[config.mk]
export PLATFORM = sky130hd
export DESIGN_NAME = spi_flash_reader
export DESIGN_NICKNAME = d
export VERILOG_FILES = /design/src/rtl/spi_flash_reader.sv
export SDC_FILE = /design/constraint.sdc
export NUM_CORES = 1
export LEC_CHECK = 0
export BUFFER_PORTS_ARGS = -buffer_cell sky130_fd_sc_hd__buf_4
export CAP_MARGIN = 20
export CORE_ASPECT_RATIO = 0.6
export CORE_MARGIN = 8
export CORE_UTILIZATION = 49
export DETAILED_ROUTE_END_ITERATION = 6
export GPL_ROUTABILITY_DRIVEN = 0
export PLACE_DENSITY = 0.68
export SYNTH_ARGS = -nofsm -noshare
export SYNTH_HDL_FRONTEND = slang
export SYNTH_SLANG_ARGS = --single-unit
[constraint.sdc]
create_clock -name clk -period 2.6 [get_ports clk]
set_input_delay 0.13 -clock clk [delete_from_list [all_inputs] [get_ports clk]]
set_output_delay 0.13 -clock clk [all_outputs]
set_load 0.02 [all_outputs]
[src/rtl/spi_flash_reader.sv]
// SPI NOR flash reader: issues a READ (0x03) command with a 24-bit address and
// streams the returned bytes into a downstream FIFO, honouring FIFO backpressure.
`timescale 1ns/1ps
module spi_flash_reader #(
    parameter int unsigned CLK_DIV = 2,
    parameter int unsigned CS_IDLE = 4
) (
    input  logic        clk,
    input  logic        rst,
    input  logic        start,
    input  logic [23:0] start_addr,
    input  logic [15:0] byte_count,
    output logic        busy,
    output logic        done,
    input  logic        fifo_full,
    output logic        fifo_wr_en,
    output logic [7:0]  fifo_wr_data,
    output logic        SPI_CLK,
    output logic        SPI_MOSI,
    input  logic        SPI_MISO,
    output logic        SPI_CS_n
);

    localparam logic [7:0] READ_CMD = 8'h03;
    localparam logic [7:0] DIV_LAST = 8'(CLK_DIV - 1);
    localparam logic [7:0] CS_LAST  = 8'(CS_IDLE - 1);

    typedef enum logic [2:0] {
        IDLE,
        CMD,
        ADDR,
        DATA,
        PUSH,
        CS_WAIT,
        DONE
    } state_t;

    state_t      state;
    logic [7:0]  div_cnt;
    logic [4:0]  bit_cnt;
    logic [7:0]  wait_cnt;
    logic [15:0] remaining;
    // Bits still to send after the one currently on SPI_MOSI; zero-filled so
    // MOSI falls to 0 by itself once the address is out.
    logic [30:0] tx_shift;

    // NOTE: the write strobe is decoded from the state register and fifo_full
    // in the same cycle, so a FIFO that fills up can never be written while full.
    assign fifo_wr_en = (state == PUSH) && !fifo_full;

    // NOTE: every register here is assigned with <= so all of them update together
    // on the edge; reset is synchronous and lives inside the clocked branch.
    always_ff @(posedge clk) begin
        if (rst) begin
            state        <= IDLE;
            SPI_CS_n     <= 1'b1;
            SPI_CLK      <= 1'b0;
            SPI_MOSI     <= 1'b0;
            busy         <= 1'b0;
            done         <= 1'b0;
            fifo_wr_data <= 8'h00;
            div_cnt      <= '0;
            bit_cnt      <= '0;
            wait_cnt     <= '0;
            remaining    <= '0;
            tx_shift     <= '0;
        end else begin
            done <= 1'b0;
            case (state)
                IDLE: begin
                    if (start) begin
                        busy <= 1'b1;
                        if (byte_count == 16'd0) begin
                            state <= DONE;
                            done  <= 1'b1;
                        end else begin
                            state     <= CMD;
                            SPI_CS_n  <= 1'b0;
                            SPI_MOSI  <= READ_CMD[7];
                            tx_shift  <= {READ_CMD[6:0], start_addr};
                            remaining <= byte_count;
                            div_cnt   <= '0;
                            bit_cnt   <= '0;
                        end
                    end
                end

                CMD, ADDR, DATA: begin
                    if (div_cnt == DIV_LAST) begin
                        div_cnt <= '0;
                        SPI_CLK <= ~SPI_CLK;
                        if (!SPI_CLK) begin
                            if (state == DATA)
                                fifo_wr_data <= {fifo_wr_data[6:0], SPI_MISO};
                        end else begin
                            // Falling edge: present the next bit and close a phase when its bits are done.
                            bit_cnt  <= bit_cnt + 5'd1;
                            SPI_MOSI <= tx_shift[30];
                            tx_shift <= {tx_shift[29:0], 1'b0};
                            if (state == CMD && bit_cnt == 5'd7) begin
                                state   <= ADDR;
                                bit_cnt <= '0;
                            end else if (state == ADDR && bit_cnt == 5'd23) begin
                                state   <= DATA;
                                bit_cnt <= '0;
                            end else if (state == DATA && bit_cnt == 5'd7) begin
                                state   <= PUSH;
                                bit_cnt <= '0;
                            end
                        end
                    end else begin
                        div_cnt <= div_cnt + 8'd1;
                    end
                end

                PUSH: begin
                    if (!fifo_full) begin
                        remaining <= remaining - 16'd1;
                        if (remaining == 16'd1) begin
                            state    <= CS_WAIT;
                            SPI_CS_n <= 1'b1;
                            wait_cnt <= '0;
                        end else begin
                            state   <= DATA;
                            div_cnt <= '0;
                        end
                    end
                end

                CS_WAIT: begin
                    if (wait_cnt == CS_LAST) begin
                        state <= DONE;
                        done  <= 1'b1;
                    end else begin
                        wait_cnt <= wait_cnt + 8'd1;
                    end
                end

                DONE: begin
                    busy  <= 1'b0;
                    state <= IDLE;
                end

                default: state <= IDLE;
            endcase
        end
    end

endmodule

==> out/qor.csv, run 1 <==
stage,metric,value,unit
run_status,status,completed,
job,max_cap_viol_count,0,
sta,rsz0062_at_grt,false,
sta,fin_crit_sh,0.882,
sta,finalMaxSlewViolations,0,
routing,ant_nets,0,
place,dpl.hpwl,7.90,mm
cells_and_area,finalInstanceArea,0.00516,mm²
floorplan,rows,26,
setup_path,reg2reg_to,wait_cnt[1],
power_and_ir_drop,leakagePower,1.97,nW
global_route,grt_pass1_wl,18.7,mm
logic_synthesis,synth_nets,587,
logic_synthesis,synth-seq-cells,84,
logic_synthesis,synthMostInstantiatedCell,dfxtp_1,
setup_path,crit_chain,"ha_1, or4b_1, nor4_4, a2bb2oi_2, mux2i_1, nor2_1",
setup_path,worstPathArrival,2510,ps
clock_network,cts_max_level,3,
cells_and_area,layout-drive-gt1-share,0.183,
logic_synthesis,yosys-top-cells-area,"dfxtp_1, a311oi_1, nand2_1",
routing,wl_per_cell,16.3,µm
clock_network,clock-sinks,84,
sta,fin_skew,4.65,ps
min_path,hold_start,SPI_MISO,
place,placed_cell_area,0.00486,mm²
power_and_ir_drop,swShare,0.375,
power_and_ir_drop,pwr-share-comb,0.351,
setup_path,cp_slowest_cell,or4b_1,
routing,drt_iter0_drc,304,
logic_synthesis,synth_warnings,0,
logic_synthesis,synth_cells,536,
clock_network,cts_tree,built,
floorplan,dieArea,0.0122,mm²
setup_path,path_class,reg2reg,
setup_path,crit_path_max_fanout,14,
power_and_ir_drop,p_per_area,893,mW/mm²
setup_path,worst-path-buf-inv,0,
setup_path,reg2reg_depth,6,
clock_network,post_cts.repair.setup_buffers,0,
floorplan,die_w,137,µm
floorplan,dieHeight,88.7,µm
sta,worst_pin_slew,691,ps
routing,vias,4233,
global_route,grt_max_degree,65,
floorplan,ios,59,
power_and_ir_drop,p_sw,1.73,mW
setup_path,required,2820,ps
sta,fin_crit,2290,ps
logic_synthesis,synth-edff-count,0,
clock_network,postCtsResizedCells,0,
place,portBuffers,58,
routing,drc,0,
logic_synthesis,syn_area_per_cell,8.06,µm²
cells_and_area,fin_cells,701,
setup_path,crit_cells,6,
cells_and_area,num_antenna_cells,0,
global_route,antenna_found_initial,0,
global_route,overflow,0,
logic_synthesis,synth_flop_cell,dfxtp_1,
place,dp.cells,684,
sta,setup_viol,0,
min_path,min_path_cells,3,
global_route,grt_pass1_vias,3796,
power_and_ir_drop,p_int,2.88,mW
floorplan,core,0.00852,mm²
clock_network,path_clk_slew,60,ps
sta,fmax,436,MHz
routing,wl,11.4,mm
setup_path,cp_slowest_stage_delay,510,ps
logic_synthesis,mappedNetlistArea,0.00432,mm²
setup_path,cp-start-kind,flip-flop,
logic_synthesis,synth.top_cell.area_share,0.389,
clock_network,cts_root_buf,clkbuf_16,
power_and_ir_drop,clock_power_share,0.280,
clock_network,postCtsHoldBufs,0,
routing,dr.pass1.iters,5,
min_path,hp-class,in2reg,
clock_network,clk_path_buf_depth,2,
power_and_ir_drop,power_frac_seq,0.369,
cells_and_area,layout.nets,635,
global_route,grt_use_total,0.187,
setup_path,regToRegStartpoint,wait_cnt[0],
logic_synthesis,yosysSeqAreaShare,0.389,
sta,fin_setup_tns,0,ps
clock_network,clk_latency,330,ps
logic_synthesis,netlist.top_cell.by_area,dfxtp_1,
routing,avgViaCountPerCell,6.04,
min_path,whs_endpoint,fifo_wr_data[0],
floorplan,start_util,0.507,
sta,slew_headroom,0.540,
power_and_ir_drop,vdd.ir_drop.worst,0.000416,V
power_and_ir_drop,power.total,4.61,mW
sta,hold_viol_final,0,
logic_synthesis,synthTopCellsByCount,"dfxtp_1, nand2_1, nor2_1",
logic_synthesis,synthArstFlopShare,0,
setup_path,critical-path-top-delay-family,simple AND/OR/NAND/NOR gates,
logic_synthesis,ys_types,67,
cells_and_area,syn2layout_area_growth,19.6,%
setup_path,r2r_slack,310,ps
setup_path,worstSetupEndpointType,flip-flop,
clock_network,numCtsBuffers,9,
cells in the final DEF, fill, tap and decap left out, types with 3 or more instances in the layout:
cell type / count
a21o_1: 5
a21oi_1: 41
a22oi_1: 6
a311oi_1: 30
a31oi_1: 3
and3_1: 7
and4_1: 3
buf_4: 75
clkbuf_16: 9
dfxtp_1: 84
ha_1: 6
inv_1: 9
mux2i_1: 9
nand2_1: 60
nand2b_1: 6
nand3_1: 17
nand4_1: 3
nor2_1: 59
nor2_2: 3
nor3_1: 9
nor3b_1: 3
nor4_1: 9
o21ai_0: 44
o21ai_1: 12
o31ai_1: 6
o41ai_1: 3
or3_1: 8
tightest hold or removal path, delay by kind of cell:
family                 cells  cell delay (ps)
buffers and inverters      1               80
and+or+nand+nor            1               70
muxes                      1               50
how the worst max path moves through the flow:
stage / startpoint / end / slack [ps]
after floorplan: wait_cnt[0] / wait_cnt[1] / 640
after global placement: div_cnt[1] / div_cnt[7] / 250
after detailed placement: div_cnt[1] / div_cnt[7] / 150
after CTS: div_cnt[1] / div_cnt[7] / 110
after global routing: wait_cnt[0] / wait_cnt[1] / 150
final: wait_cnt[0] / wait_cnt[1] / 310
sequential cells by signal (all words and copies together), names as in the netlist, 3 cells and up:
register,count
wait_cnt,8
bit_cnt,5
remaining,16
tx_shift,31
div_cnt,8
fifo_wr_data,8
state,3
routing by layer:
metal	routed length, µm	global-route usage	vias up
li1	-	-	2092
met1	5750	0.268	2000
met2	4890	0.270	136
met3	735	0.0516	5
met4	52	0.0441	0
met5	0	0	-
final cells by class:
| cell class | count | area, µm² |
|---|---|---|
| fill | 782 | 3360 |
| timing repair buffer | 76 | 568 |
| tap | 112 | 140 |
| sequential | 84 | 1680 |
| inverter | 9 | 33.8 |
| clock inverter | 6 | 63.8 |
| clock buffer | 10 | 239 |
| multi-input combinational | 404 | 2440 |
per-stage QoR:
stage / hold slack (ps) / setup slack, ps / utilization
after floorplan: 274 / 641 / -
after global placement: 364 / 253 / 0.570
after detailed placement: 379 / 149 / 0.570
after CTS: 27.1 / 112 / 0.605
after global routing: 42.8 / 152 / 0.606
final: 29.9 / 306 / 0.606
kinds of logic (layout without fill, tap and decap cells):
family,count (synthesis),after routing,share of synthesized area
and+or+nand+nor,210,210,0.250
buffers and inverters,48,101,0.0469
adders and majority gates,6,6,0.0174
AOI/OAI and AO/OA,177,177,0.272
xor gates and xnor gates,2,2,0.00406
muxes,9,9,0.0209
DFF,84,84,0.389
power by group through the flow:
stage | Sequential [mW] | Clock (mW) | Combinational, mW
4_1_cts | 1.69 | 1.31 | 1.60
3_3_place_gp | 1.71 | 0 | 1.55
3_5_place_dp | 1.72 | 0 | 1.59
2_1_floorplan | 1.66 | 0 | 1.19
5_1_grt | 1.73 | 1.38 | 1.81
6_report | 1.70 | 1.29 | 1.62
Note: power is estimated with default switching activity, not from simulation.
==> run 2, diff against run 1 <==
--- a/config.mk
+++ b/config.mk
@@ -10,6 +10,7 @@
 export CORE_ASPECT_RATIO = 0.6
 export CORE_MARGIN = 8
 export CORE_UTILIZATION = 49
+export CTS_BUF_LIST = sky130_fd_sc_hd__clkbuf_16
 export DETAILED_ROUTE_END_ITERATION = 6
 export GPL_ROUTABILITY_DRIVEN = 0
 export PLACE_DENSITY = 0.68
==> constraint.sdc (replaced) <==
create_clock -name clk -period 2.6 [get_ports clk]
set_input_delay 0.13 -clock clk [delete_from_list [all_inputs] [get_ports clk]]
set_output_delay 0.13 -clock clk [all_outputs]
set_load 0.1 [all_outputs]
==> run 2 against run 1 <==
Critical endpoint unchanged. Total power up 0.98%. Worst hold slack barely moved. First-iteration DRC count unchanged. Critical path type unchanged. Utilization decreased by 0.12 points. Non-clock buffer count is the same. Final cell count unchanged. Flip-flop and latch count stayed put. Routed wire length barely moved. Clock skew hardly changed. Worst setup slack hardly changed. Combinational power is 5% higher. Design area shrank 0.19%.
==> out/qor.csv, run 2 (synthesized netlist as in run 1, its figures left out) <==
stage,metric,value,unit,change
setup_path,cp_slowest_stage_delay,510,ps,about the same
sta,fin_crit_sh,0.882,,about the same
routing,ant_nets,0,,unchanged
sta,hold_viol_final,0,,unchanged
power_and_ir_drop,power.total,4.65,mW,+0.98%
setup_path,path_class,reg2reg,,
sta,worst_pin_slew,690,ps,-0.317 ps
floorplan,core,0.00852,mm²,unchanged
global_route,antenna_found_initial,0,,unchanged
sta,setup_viol,0,,unchanged
clock_network,postCtsResizedCells,0,,unchanged
cells_and_area,layout.nets,635,,unchanged
place,dpl.hpwl,7.90,mm,unchanged
place,place_ws,149,ps,unchanged
setup_path,critical-path-top-delay-family,simple AND/OR/NAND/NOR gates,,
power_and_ir_drop,leakagePower,1.97,nW,-0.28%
routing,wl_per_cell,16.3,µm,about the same
cells_and_area,final_common_cell,dfxtp_1,,
setup_path,cp_slowest_cell,or4b_1,,
global_route,grt_use_total,0.187,,unchanged
sta,finalWorstSetupSlack,306,ps,+0.126 ps
min_path,hp-class,in2reg,,
power_and_ir_drop,vdd.ir_drop.worst,0.000416,V,about the same
clock_network,path_clk_slew,60,ps,about the same
floorplan,rows,26,,unchanged
cells_and_area,num_antenna_cells,0,,unchanged
setup_path,reg2reg_depth,6,,unchanged
setup_path,reg2reg_to,wait_cnt[1],,
clock_network,numCtsBuffers,9,,unchanged
sta,finalMaxSlewViolations,0,,unchanged
sta,fmax,436,MHz,about the same
cells_and_area,mostFrequentLayoutCells,"dfxtp_1, buf_4, nand2_1",,
routing,wl,11.4,mm,about the same
sta,fin_skew,4.49,ps,-0.161 ps
floorplan,ios,59,,unchanged
job,max_cap_viol_count,0,,unchanged
floorplan,dieArea,0.0122,mm²,unchanged
cells_and_area,top_regs,"tx_shift (31), remaining (16)",,
cells_and_area,largest-register,tx_shift,,
power_and_ir_drop,p_per_area,903,mW/mm²,+1.2%
routing,avgViaCountPerCell,6.03,,about the same
global_route,grt_pass1_wl,18.7,mm,unchanged
cells_and_area,largest_reg_flops,31,,unchanged
global_route,grt_pass1_vias,3796,,unchanged
routing,drc,0,,unchanged
sta,slew_headroom,0.540,,about the same
sta,rsz0062_at_grt,false,,
clock_network,clk_latency,330,ps,about the same
floorplan,dieHeight,88.7,µm,unchanged
run_status,status,completed,,
clock_network,clk_path_buf_depth,2,,unchanged
global_route,grt_max_degree,65,,unchanged
setup_path,cp-startpoint,wait_cnt[0],,
setup_path,cp-start-kind,flip-flop,,
routing,dr.pass1.iters,5,,unchanged
clock_network,postCtsHoldBufs,0,,unchanged
floorplan,start_util,0.507,,unchanged
floorplan,die_w,137,µm,unchanged
cells_and_area,layout-drive-gt1-share,0.182,,-0.00170
place,dp.cells,684,,unchanged
setup_path,crit_path_max_fanout,14,,unchanged
routing,drt_iter0_drc,304,,unchanged
setup_path,worstPathArrival,2510,ps,about the same
setup_path,crit_cells,6,,unchanged
clock_network,post_cts.repair.setup_buffers,0,,unchanged
clock_network,cts_tree,built,,
setup_path,regToRegStartpoint,wait_cnt[0],,
setup_path,cp-endpoint,wait_cnt[1],,
sta,fin_crit,2290,ps,-0.126 ps
clock_network,clock-sinks,84,,unchanged
routing,vias,4230,,-0.071%
setup_path,required,2820,ps,about the same
global_route,overflow,0,,unchanged
clock_network,cts_root_buf,clkbuf_16,,
clock_network,cts_max_level,3,,unchanged
cells_and_area,syn2layout_area_growth,19.3,%,
setup_path,r2r_slack,310,ps,about the same
sta,fin_setup_tns,0,ps,unchanged
setup_path,worst-path-buf-inv,0,,unchanged
place,portBuffers,58,,unchanged
setup_path,worstSetupEndpointType,flip-flop,,
setup_path,crit_chain,"ha_1, or4b_1, nor4_4, a2bb2oi_2, mux2i_1, nor2_1",,
cells_and_area,fin_cells,701,,unchanged
## run 2: changes by cell type in the layout (fill, tap and decap cells not counted), sizes merged
| cell | delta |
|---|---|
| clkinv | +1 |
| clkbuf | -1 |
## run 2: worst min-delay path by stage
stage,startpoint,slack [ps],to,cells after the start
after floorplan,SPI_MISO,270,fifo_wr_data[0],2
after global placement,SPI_MISO,360,fifo_wr_data[0],3
after detailed placement,SPI_MISO,380,fifo_wr_data[0],3
final,SPI_MISO,30,fifo_wr_data[0],3
after global routing,SPI_MISO,40,fifo_wr_data[0],3
after CTS,SPI_MISO,30,fifo_wr_data[0],3
## run 2: routing by layer
metal	global-route usage	routed length [µm]	vias to the layer above	share of wire
met1	0.268	5750	1999	0.50
met4	0.0441	52	0	0.0046
met5	0	0	-	0
met2	0.270	4880	134	0.43
li1	-	-	2092	-
met3	0.0516	731	5	0.064
## run 2: area by class of cell
type	count	area, µm²
multi-input combinational	404	2440
tap	112	140
clock buffer	9	225
timing repair buffer	76	568
sequential	84	1680
fill	785	3370
clock inverter	7	67.6
inverter	9	33.8
## run 2: stage by stage
| stage | hold slack (ps) | utilization | area, µm² |
|---|---|---|---|
| finish | 30.0 | 0.605 | 5150 |
| global route | 42.8 | 0.605 | 5150 |
| CTS | 27.1 | 0.604 | 5150 |
| detailed placement | 379 | 0.570 | 4860 |
| global placement | 364 | 0.570 | 4860 |
| floorplan | 274 | - | 4320 |
## run 2: power by group
| group | internal [mW] | switching, mW | total (mW) |
|---|---|---|---|
| Combinational | 0.612 | 1.08 | 1.70 |
| Sequential | 1.50 | 0.197 | 1.70 |
| Clock | 0.739 | 0.520 | 1.26 |
| Total | 2.85 | 1.80 | 4.65 |
## run 2: worst min-delay path, delay by kind of cell
kind / cells / cell delay [ps]
buffers and inverters: 1 / 80
multiplexers: 1 / 50
AND/OR/NAND/NOR: 1 / 70
